## src/rtl/resp_demux_pkg.sv

```systemverilog
// Shared definitions for the response demultiplexer and its request-side siblings.
// Holds state encodings, default widths and the idle-counter width helper.
package resp_demux_pkg;

    localparam int unsigned DEFAULT_NUM_OF_OUTPUT   = 4;
    localparam int unsigned DEFAULT_NUM_OF_SEL_BITS = 2;
    localparam int unsigned DEFAULT_DATA_WIDTH      = 16;
    localparam int unsigned DEFAULT_TIMEOUT_CYCLES  = 255;

    localparam logic ST_IDLE   = 1'b0;
    localparam logic ST_ACTIVE = 1'b1;

    typedef enum logic {
        StIdle   = ST_IDLE,
        StActive = ST_ACTIVE
    } state_e;

    // Counter must hold values up to TIMEOUT_CYCLES-1; capped at 16 bits.
    function automatic int unsigned cnt_width(input int unsigned timeout_cycles);
        int unsigned w;
        w = $clog2(timeout_cycles + 1);
        if (w > 16) w = 16;
        if (w < 1) w = 1;
        return w;
    endfunction

endpackage

```

## src/rtl/resp_demux_if.sv

```systemverilog
// Response-path bundle between the shared slave response stream and the demux.
// The slave modport is the demux side; master is the driver/observer side.
interface resp_demux_if
    import resp_demux_pkg::*;
#(
    parameter int unsigned NUM_OF_OUTPUT   = DEFAULT_NUM_OF_OUTPUT,
    parameter int unsigned NUM_OF_SEL_BITS = DEFAULT_NUM_OF_SEL_BITS,
    parameter int unsigned DATA_WIDTH      = DEFAULT_DATA_WIDTH
);

    logic [NUM_OF_SEL_BITS-1:0] sel;
    logic                       start;
    logic                       in_valid;
    logic [DATA_WIDTH-1:0]      in_data;
    logic                       in_last;
    logic [NUM_OF_OUTPUT-1:0]   out_valid;
    logic [DATA_WIDTH-1:0]      out_data;
    logic                       out_last;
    logic                       busy;
    logic                       timeout;

    modport master (
        output sel, start, in_valid, in_data, in_last,
        input  out_valid, out_data, out_last, busy, timeout
    );

    modport slave (
        input  sel, start, in_valid, in_data, in_last,
        output out_valid, out_data, out_last, busy, timeout
    );

endinterface

```

## src/rtl/resp_demux_sel_decoder.sv

```systemverilog
// Binary-to-one-hot decoder with range check; codes >= NUM_OF_OUTPUT decode to
// all zeros and deassert valid_o.
module sel_decoder #(
    parameter int unsigned NUM_OF_OUTPUT   = 4,
    parameter int unsigned NUM_OF_SEL_BITS = 2
) (
    input  logic [NUM_OF_SEL_BITS-1:0] sel_i,
    output logic [NUM_OF_OUTPUT-1:0]   onehot_o,
    output logic                       valid_o
);

    always_comb begin
        valid_o  = (32'(sel_i) < NUM_OF_OUTPUT);
        onehot_o = '0;
        for (int unsigned i = 0; i < NUM_OF_OUTPUT; i++) begin
            onehot_o[i] = (32'(sel_i) == i);
        end
    end

endmodule

```

## src/rtl/resp_demux.sv

```systemverilog
// Routes the shared response stream to the master latched at transaction start,
// with an idle timer that aborts stalled transactions.
module resp_demux
    import resp_demux_pkg::*;
#(
    parameter int unsigned NUM_OF_OUTPUT   = DEFAULT_NUM_OF_OUTPUT,
    parameter int unsigned NUM_OF_SEL_BITS = DEFAULT_NUM_OF_SEL_BITS,
    parameter int unsigned DATA_WIDTH      = DEFAULT_DATA_WIDTH,
    parameter int unsigned TIMEOUT_CYCLES  = DEFAULT_TIMEOUT_CYCLES
) (
    input  logic         clk_i,
    input  logic         rst_i,
    resp_demux_if.slave  bus
);

    localparam int unsigned CntWidth = cnt_width(TIMEOUT_CYCLES);
    localparam logic [CntWidth-1:0] CntLimit = CntWidth'(TIMEOUT_CYCLES - 1);

    state_e                     state_q, state_d;
    logic [NUM_OF_SEL_BITS-1:0] sel_q, sel_d;
    logic [CntWidth-1:0]        cnt_q, cnt_d;
    logic [NUM_OF_OUTPUT-1:0]   out_valid_q, out_valid_d;
    logic [DATA_WIDTH-1:0]      out_data_q, out_data_d;
    logic                       out_last_q, out_last_d;
    logic                       timeout_q, timeout_d;

    logic [NUM_OF_OUTPUT-1:0]   sel_onehot;
    logic                       sel_valid;

    sel_decoder #(
        .NUM_OF_OUTPUT   (NUM_OF_OUTPUT),
        .NUM_OF_SEL_BITS (NUM_OF_SEL_BITS)
    ) u_sel_decoder (
        .sel_i    (sel_q),
        .onehot_o (sel_onehot),
        .valid_o  (sel_valid)
    );

    always_comb begin
        state_d     = state_q;
        sel_d       = sel_q;
        cnt_d       = cnt_q;
        out_valid_d = '0;
        out_data_d  = out_data_q;
        out_last_d  = 1'b0;
        timeout_d   = 1'b0;

        unique case (state_q)
            StIdle: begin
                if (bus.start) begin
                    sel_d   = bus.sel;
                    cnt_d   = '0;
                    state_d = StActive;
                end
            end
            StActive: begin
                if (bus.in_valid) begin
                    cnt_d = '0;
                    // Out-of-range routes still track LAST but emit nothing.
                    if (sel_valid) begin
                        out_valid_d = sel_onehot;
                        out_data_d  = bus.in_data;
                        out_last_d  = bus.in_last;
                    end
                    if (bus.in_last) begin
                        state_d = StIdle;
                    end
                end else if (cnt_q == CntLimit) begin
                    cnt_d     = '0;
                    timeout_d = 1'b1;
                    state_d   = StIdle;
                end else begin
                    cnt_d = cnt_q + CntWidth'(1);
                end
            end
            default: state_d = StIdle;
        endcase
    end

    always_ff @(posedge clk_i) begin
        if (rst_i) begin
            state_q     <= StIdle;
            sel_q       <= '0;
            cnt_q       <= '0;
            out_valid_q <= '0;
            out_data_q  <= '0;
            out_last_q  <= 1'b0;
            timeout_q   <= 1'b0;
        end else begin
            state_q     <= state_d;
            sel_q       <= sel_d;
            cnt_q       <= cnt_d;
            out_valid_q <= out_valid_d;
            out_data_q  <= out_data_d;
            out_last_q  <= out_last_d;
            timeout_q   <= timeout_d;
        end
    end

    assign bus.out_valid = out_valid_q;
    assign bus.out_data  = out_data_q;
    assign bus.out_last  = out_last_q;
    assign bus.busy      = (state_q == StActive);
    assign bus.timeout   = timeout_q;

endmodule

```

## src/flat_wrapper.sv

```systemverilog
// flat-port wrapper written by rule: the top's interface ports become plain ports
module resp_demux_flat import resp_demux_pkg::*;
#(
    parameter int unsigned NUM_OF_OUTPUT   = DEFAULT_NUM_OF_OUTPUT,
    parameter int unsigned NUM_OF_SEL_BITS = DEFAULT_NUM_OF_SEL_BITS,
    parameter int unsigned DATA_WIDTH      = DEFAULT_DATA_WIDTH,
    parameter int unsigned TIMEOUT_CYCLES  = DEFAULT_TIMEOUT_CYCLES
)
  (clk_i, rst_i, bus_sel, bus_start, bus_in_valid, bus_in_data, bus_in_last, bus_out_valid, bus_out_data, bus_out_last, bus_busy, bus_timeout);
  resp_demux_if #(.NUM_OF_OUTPUT(NUM_OF_OUTPUT), .NUM_OF_SEL_BITS(NUM_OF_SEL_BITS), .DATA_WIDTH(DATA_WIDTH)) bus_i ();
  input  logic clk_i;
  input  logic rst_i;
  input wire logic [$bits(bus_i.sel)-1:0] bus_sel;
  input wire logic [$bits(bus_i.start)-1:0] bus_start;
  input wire logic [$bits(bus_i.in_valid)-1:0] bus_in_valid;
  input wire logic [$bits(bus_i.in_data)-1:0] bus_in_data;
  input wire logic [$bits(bus_i.in_last)-1:0] bus_in_last;
  output wire logic [$bits(bus_i.out_valid)-1:0] bus_out_valid;
  output wire logic [$bits(bus_i.out_data)-1:0] bus_out_data;
  output wire logic [$bits(bus_i.out_last)-1:0] bus_out_last;
  output wire logic [$bits(bus_i.busy)-1:0] bus_busy;
  output wire logic [$bits(bus_i.timeout)-1:0] bus_timeout;
  assign bus_i.sel = bus_sel;
  assign bus_i.start = bus_start;
  assign bus_i.in_valid = bus_in_valid;
  assign bus_i.in_data = bus_in_data;
  assign bus_i.in_last = bus_in_last;
  assign bus_out_valid = bus_i.out_valid;
  assign bus_out_data = bus_i.out_data;
  assign bus_out_last = bus_i.out_last;
  assign bus_busy = bus_i.busy;
  assign bus_timeout = bus_i.timeout;
  resp_demux #(.NUM_OF_OUTPUT(NUM_OF_OUTPUT), .NUM_OF_SEL_BITS(NUM_OF_SEL_BITS), .DATA_WIDTH(DATA_WIDTH), .TIMEOUT_CYCLES(TIMEOUT_CYCLES)) u_core (.clk_i(clk_i), .rst_i(rst_i), .bus(bus_i));
endmodule
```

## config.mk

```make
export PLATFORM = sky130hd
export DESIGN_NAME = resp_demux_flat
export DESIGN_NICKNAME = d
export VERILOG_FILES = /design/src/rtl/resp_demux_pkg.sv /design/src/rtl/resp_demux_if.sv /design/src/rtl/resp_demux_sel_decoder.sv /design/src/rtl/resp_demux.sv /design/src/flat_wrapper.sv
export SDC_FILE = /design/constraint.sdc
export NUM_CORES = 1
export LEC_CHECK = 0
export CAP_MARGIN = 20
export CORE_MARGIN = 3
export CORE_UTILIZATION = 43
export CTS_CLUSTER_DIAMETER = 30
export DETAILED_ROUTE_END_ITERATION = 8
export PLACE_DENSITY_LB_ADDON = 0.25
export SYNTH_ARGS = -nofsm -noshare
export SYNTH_HDL_FRONTEND = slang
export SYNTH_SLANG_ARGS = --single-unit
```

## constraint.sdc

```tcl
create_clock -name clk_i -period 1.6 [get_ports clk_i]
set_input_delay 0.24 -clock clk_i [delete_from_list [all_inputs] [get_ports clk_i]]
set_output_delay 0.24 -clock clk_i [all_outputs]
set_load 0.1 [all_outputs]
```

Yosys cells after proc, flatten, opt, wreduce, memory -nomap -nowiden
Cells that the tools add are included.
Cells by class
  equal/unequal tests: 5
  add/sub/neg operators: 1
  multiplexer cells: 10
  bitwise gates (word level): 2
  reductions and logical operators: 5
Operator list (count)
  8-bit 2-to-1 mux: 3
  8-bit one-hot mux with 2 select lines: 1
  8-bit by 1-bit adder with 8-bit output (second input constant): 1
  8-bit equality test (second input constant): 1
  3-bit OR reduction: 2
  1-bit 2-to-1 mux: 5
  2-bit equality test (second input constant): 2
  2-bit AND reduction: 2
  2-bit by 1-bit equality test with 1-bit output (second input constant): 1
  2-bit zero test: 1
  2-bit inequality test (second input constant): 1
  1-bit NOT: 2
  1-bit one-hot mux with 2 select lines: 1
Storage, ports and cells
  bits of input ports: 23
  word-level logic and storage cells: 30
  bits in registers: 33

Logic depth before layout (Yosys ltp)
  depth in word-level cells: 4
  gate-level depth with buffers: 5
  mapped depth without buffers: 5

Cells and area by module
From an unflattened synthesis, not the netlist that was laid out.
Second synthesis, totals
  cells, all modules: 154
  area total of the unflattened synthesis: 1296.2 µm²
Modules (own cells, without submodules)
  resp_demux: times used 1, cells an instance 148, sequential area each 660.6 µm², area an instance 1258.7 µm²
  sel_decoder: times used 1, cells an instance 6, sequential area each 0.0 µm², area an instance 37.5 µm²

Worst setup path before layout
No wires, ideal clock.
  path type: flip-flop to flip-flop
  start point: register u_core.state_q, in the netlist u_core.bus.busy
  end point: register u_core.cnt_q[7]
  arrival: 2.027 ns
  path buffers: 1
  setup time: 0.086 ns
  period minus slack after synthesis: 2.113 ns
  data required time: 1.514 ns
  slack: -0.513 ns
  stages on the path, launching flop included: 5
  path through: dfxtp_1 -> buf_2 -> o211ai_1 -> or4_4 -> a221oi_2
On the way
  word-level cells in the longest chain between the ends: 2
  elaborated cells between the ends (all ways): 3
RTL lines
  from (decl): RTL line resp_demux.sv:19  | state_e state_q, state_d;
  from (signal assigned): RTL line resp_demux.sv:82  | state_q <= StIdle;
  from (signal assigned): RTL line resp_demux.sv:90  | state_q <= state_d;
  1-bit NOT (no line)
  8-bit one-hot mux with 2 select lines or 2-bit inequality test (tied branches)
  to (signal assigned): RTL line resp_demux.sv:92  | cnt_q <= cnt_d;
  to (decl): RTL line resp_demux.sv:21  | logic [CntWidth-1:0] cnt_q, cnt_d;
Several ways; a longest one is shown, not always the timed one.
A chain may end at the register's enable or synchronous reset.

Final worst setup path
  start point: register u_core.cnt_q[3]
  end point: register u_core.cnt_q[7]
On the way
  word-level cells in the longest chain between the ends: 4
  elaborated cells between the ends (all ways): 5
RTL lines
  8-bit by 1-bit adder with 8-bit output or 8-bit equality test (tied branches): RTL line resp_demux.sv:73, resp_demux.sv:68
  8-bit 2-to-1 mux (*): RTL line resp_demux.sv:68  | end else if (cnt_q == CntLimit) begin
  8-bit 2-to-1 mux (*): RTL line resp_demux.sv:57  | if (bus.in_valid) begin
  8-bit one-hot mux with 2 select lines (*): RTL line resp_demux.sv:48  | unique case (state_q)
Mark *: on every way between the ends. The rest lies on a longest branch, timed or not.

==> key figures <==
Die
  • Starting Density: 0.4567
  • # IOs: 46
  • Die width: 60.59 µm
  • Die Y-Extent: 60.59 µm
  • Die ar.: 0.003671 mm²
  • Row cnt: 19
  • Core area: 0.002805 mm²

Clock network
  • Clk Latency, worst-skew pair: 0.33 ns
  • Post-CTS sizing: 0
  • Sink Count: 33
  • Clock slew at reported path FFs: 0.10 ns
  • Total setup buffers inserted after CTS: 0
  • CTS Hold Bufs: 0
  • Root Buffer: clkbuf_4
  • H-tree depth: 2
  • Clock Path Buffers: 2
  • TritonCTS Buffers: 5
  • TritonCTS clock tree: done

Timing
  • Clk_skew: 0.01207 ns
  • Setup_tns: 0 ns
  • Setup Viol. Count Final: 0
  • Post-route clock period utilization: 0.9141
  • Fin. Hold Viols: 0
  • Max Slew Vio Count: 0
  • Unrepaired setup endpoints after global routing: no
  • Relative slew slack: 0.7392
  • Worst slew pin tran: 0.3912 ns
  • Fmax: 0.6837 GHz
  • Final min period: 1.463 ns
  • Fin Hold WS: 0.4541 ns

Worst setup path
  • Reg-to-reg startpoint: u_core.cnt_q[3]
  • Worst setup path category: reg2reg
  • Crit path launch: u_core.cnt_q[3]
  • Slowest CP cell: or4_4
  • Worst-path fanout max: 7
  • Buf+Inv Stages, Crit Path: 0
  • Crit end category: register
  • Setup crit start kind: register
  • Worst endpoint required time: 1.86 ns
  • Worst path cell trace: nand4_4 -> or4_4 -> a221oi_2
  • CP top delay family: simple AND/OR/NAND/NOR gates
  • Arr. time, crit path: 1.72 ns
  • Crit path largest cell delay: 0.52 ns

Yosys
  • Count leader, synth: nand2_1
  • Async set-reset flop share out of synthesis: 0
  • EDFF count, synth: 0
  • Cell count after synthesis: 143
  • Post-synth top area cell: dfxtp_1
  • Post-synth top cells: nand2_1 (35), dfxtp_1 (33), a21oi_1 (17), clkbuf_1 (5), o21ai_0 (5)
  • Ys flop type: dfxtp_1
  • Yosys reg bits: 33
  • Synth area leaders: dfxtp_1 (52%), nand2_1 (10%), a21oi_1 (6.6%)
  • Mapped Nets: 168
  • Sequential-to-total area share from yosys stat: 0.5156
  • Avg Cell Area, Syn: 8.960 µm²
  • Synthesized area: 0.001281 mm²
  • Post-synth top area share: 0.5156
  • Distinct cells, synth: 32
  • Syn. warnings: 0

Global routing
  • Largest net degree at the start of global routing: 17
  • Vias in the first global route: 1175
  • Congestion Overflow GR: 0
  • First-pass GRT wire length: 5623 µm
  • Initial antenna violation count: 0
  • Global Route Usage Sum: 0.2113

Layout
  • Finished Cell Area: 0.002093 mm²
  • Core Util, Final: 0.7462
  • Fin cells: 226
  • Final net count: 220
  • Area Growth Syn to Fin: 63.38%
  • Diode count: 0
  • Share of cells above drive strength 1: 0.2256

Pwr
  • Logic pwr share: 0.220
  • Total net switching power: 0.0005137 W
  • Int Pwr: 0.001214 W
  • Sw Ratio: 0.2974
  • Leak: 0.7659 nW
  • Sequential power share: 0.509
  • Pwr per Cell Area: 825.4 mW/mm²
  • Clock share of power: 0.270
  • Worst-case vdd ir drop: 723.6 µV

Detailed routing
  • 1st-pass router iterations: 4
  • Drt drc: 0
  • Starting DRT DRC Count: 47
  • Mean number of vias per cell: 5.358
  • Final wirelength: 3382 µm
  • Routed length per instance: 14.96 µm
  • Routed Antenna Nets: 0
  • Routed via count: 1211

Outcome
  • Status: finished clean

Flow run
  • Max Cap Violations: 0

Place
  • Number of port buffers: 45
  • DP Wirelength: 2614 µm
  • Area after DPL: 0.002034 mm²
  • Final GP Congestion: 0.8121
  • Placed cells: 219

Min path
  • Hold wc startpoint: bus_in_data[4]
  • Hold WC Path Type: in2reg
## routing by layer
metal,vias up,track usage,routed length (µm)
met5,-,0,0
met4,0,0.07740,49
met3,4,0.1043,279
met2,40,0.3466,1735
met1,567,0.2370,1317
li1,600,-,-
## stage by stage
stage	setup WS, ns	power, W
floorplan	0.02056	0.001103
global placement	-0.01775	0.001270
detailed placement	-0.08923	0.001280
CTS	0.03125	0.001737
global route	0.05692	0.001816
finish	0.1374	0.001728
## final timing paths
kind	endpoint	slack, ns	depth (start not counted)
worst min register to register	u_core.bus.out_data[4]	0.50	2
worst min-delay path	u_core.bus.out_data[4]	0.45	3
worst max register to register	u_core.cnt_q[7]	0.14	3
worst max-delay path	u_core.cnt_q[7]	0.14	3
## cell families (layout without fill, tap and decap cells)
| logic type | after synthesis | count (layout) | share of synthesized area |
|---|---|---|---|
| flip-flops | 33 | 33 | 0.5156 |
| XOR/XNOR | 3 | 3 | 0.02051 |
| AO/OA/AOI/OAI | 36 | 36 | 0.1748 |
| adder cells (fa/ha/maj) | 2 | 2 | 0.01953 |
| multiplexers | 2 | 2 | 0.01563 |
| buffers and inverters | 11 | 63 | 0.03515 |
| AND/OR/NAND/NOR | 56 | 56 | 0.2188 |
## worst reg2reg max path, stage by stage, from the launching register on
cell and delay, ns:
dfxtp_1 0.46, nand4_4 0.18, or4_4 0.52, a221oi_2 0.24
## area by class of cell
type	instances	area (µm²)
multi-input combinational	99	579.3
sequential	33	664.4
tap	31	38.79
timing repair buffer	54	748.2
inverter	2	7.507
clock buffer	7	55.05
fill	197	711.9
## flip-flops by register name (all words and copies together) (netlist names)
signal / flops
u_core.bus.out_data: 16
u_core.cnt_q: 8
u_core.bus.out_valid: 4
u_core.sel_q: 2
u_core.bus.busy: 1
u_core.bus.out_last: 1
u_core.bus.timeout: 1
## power by group through the flow
stage / Clock, W / Sequential [W] / Combinational, W
after floorplan: 0 / 0.00102 / 0.0000818
after global placement: 0 / 0.000897 / 0.000372
after detailed placement: 0 / 0.000899 / 0.000381
after CTS: 0.000475 / 0.000880 / 0.000382
after global routing: 0.000530 / 0.000885 / 0.000401
final: 0.000467 / 0.000880 / 0.000381
## cell usage in the layout, fill, tap and decap left out, types with 3 or more instances in the layout
master,instances
nand2_1,35
dfxtp_1,32
buf_12,23
clkdlybuf4s50_1,22
a21oi_1,17
buf_4,9
o21ai_0,5
clkbuf_4,5
a211oi_1,4
nor2_1,3
nor4b_1,3
or3_1,3
a221oi_1,3
Note: power is estimated with default switching activity, not from simulation.
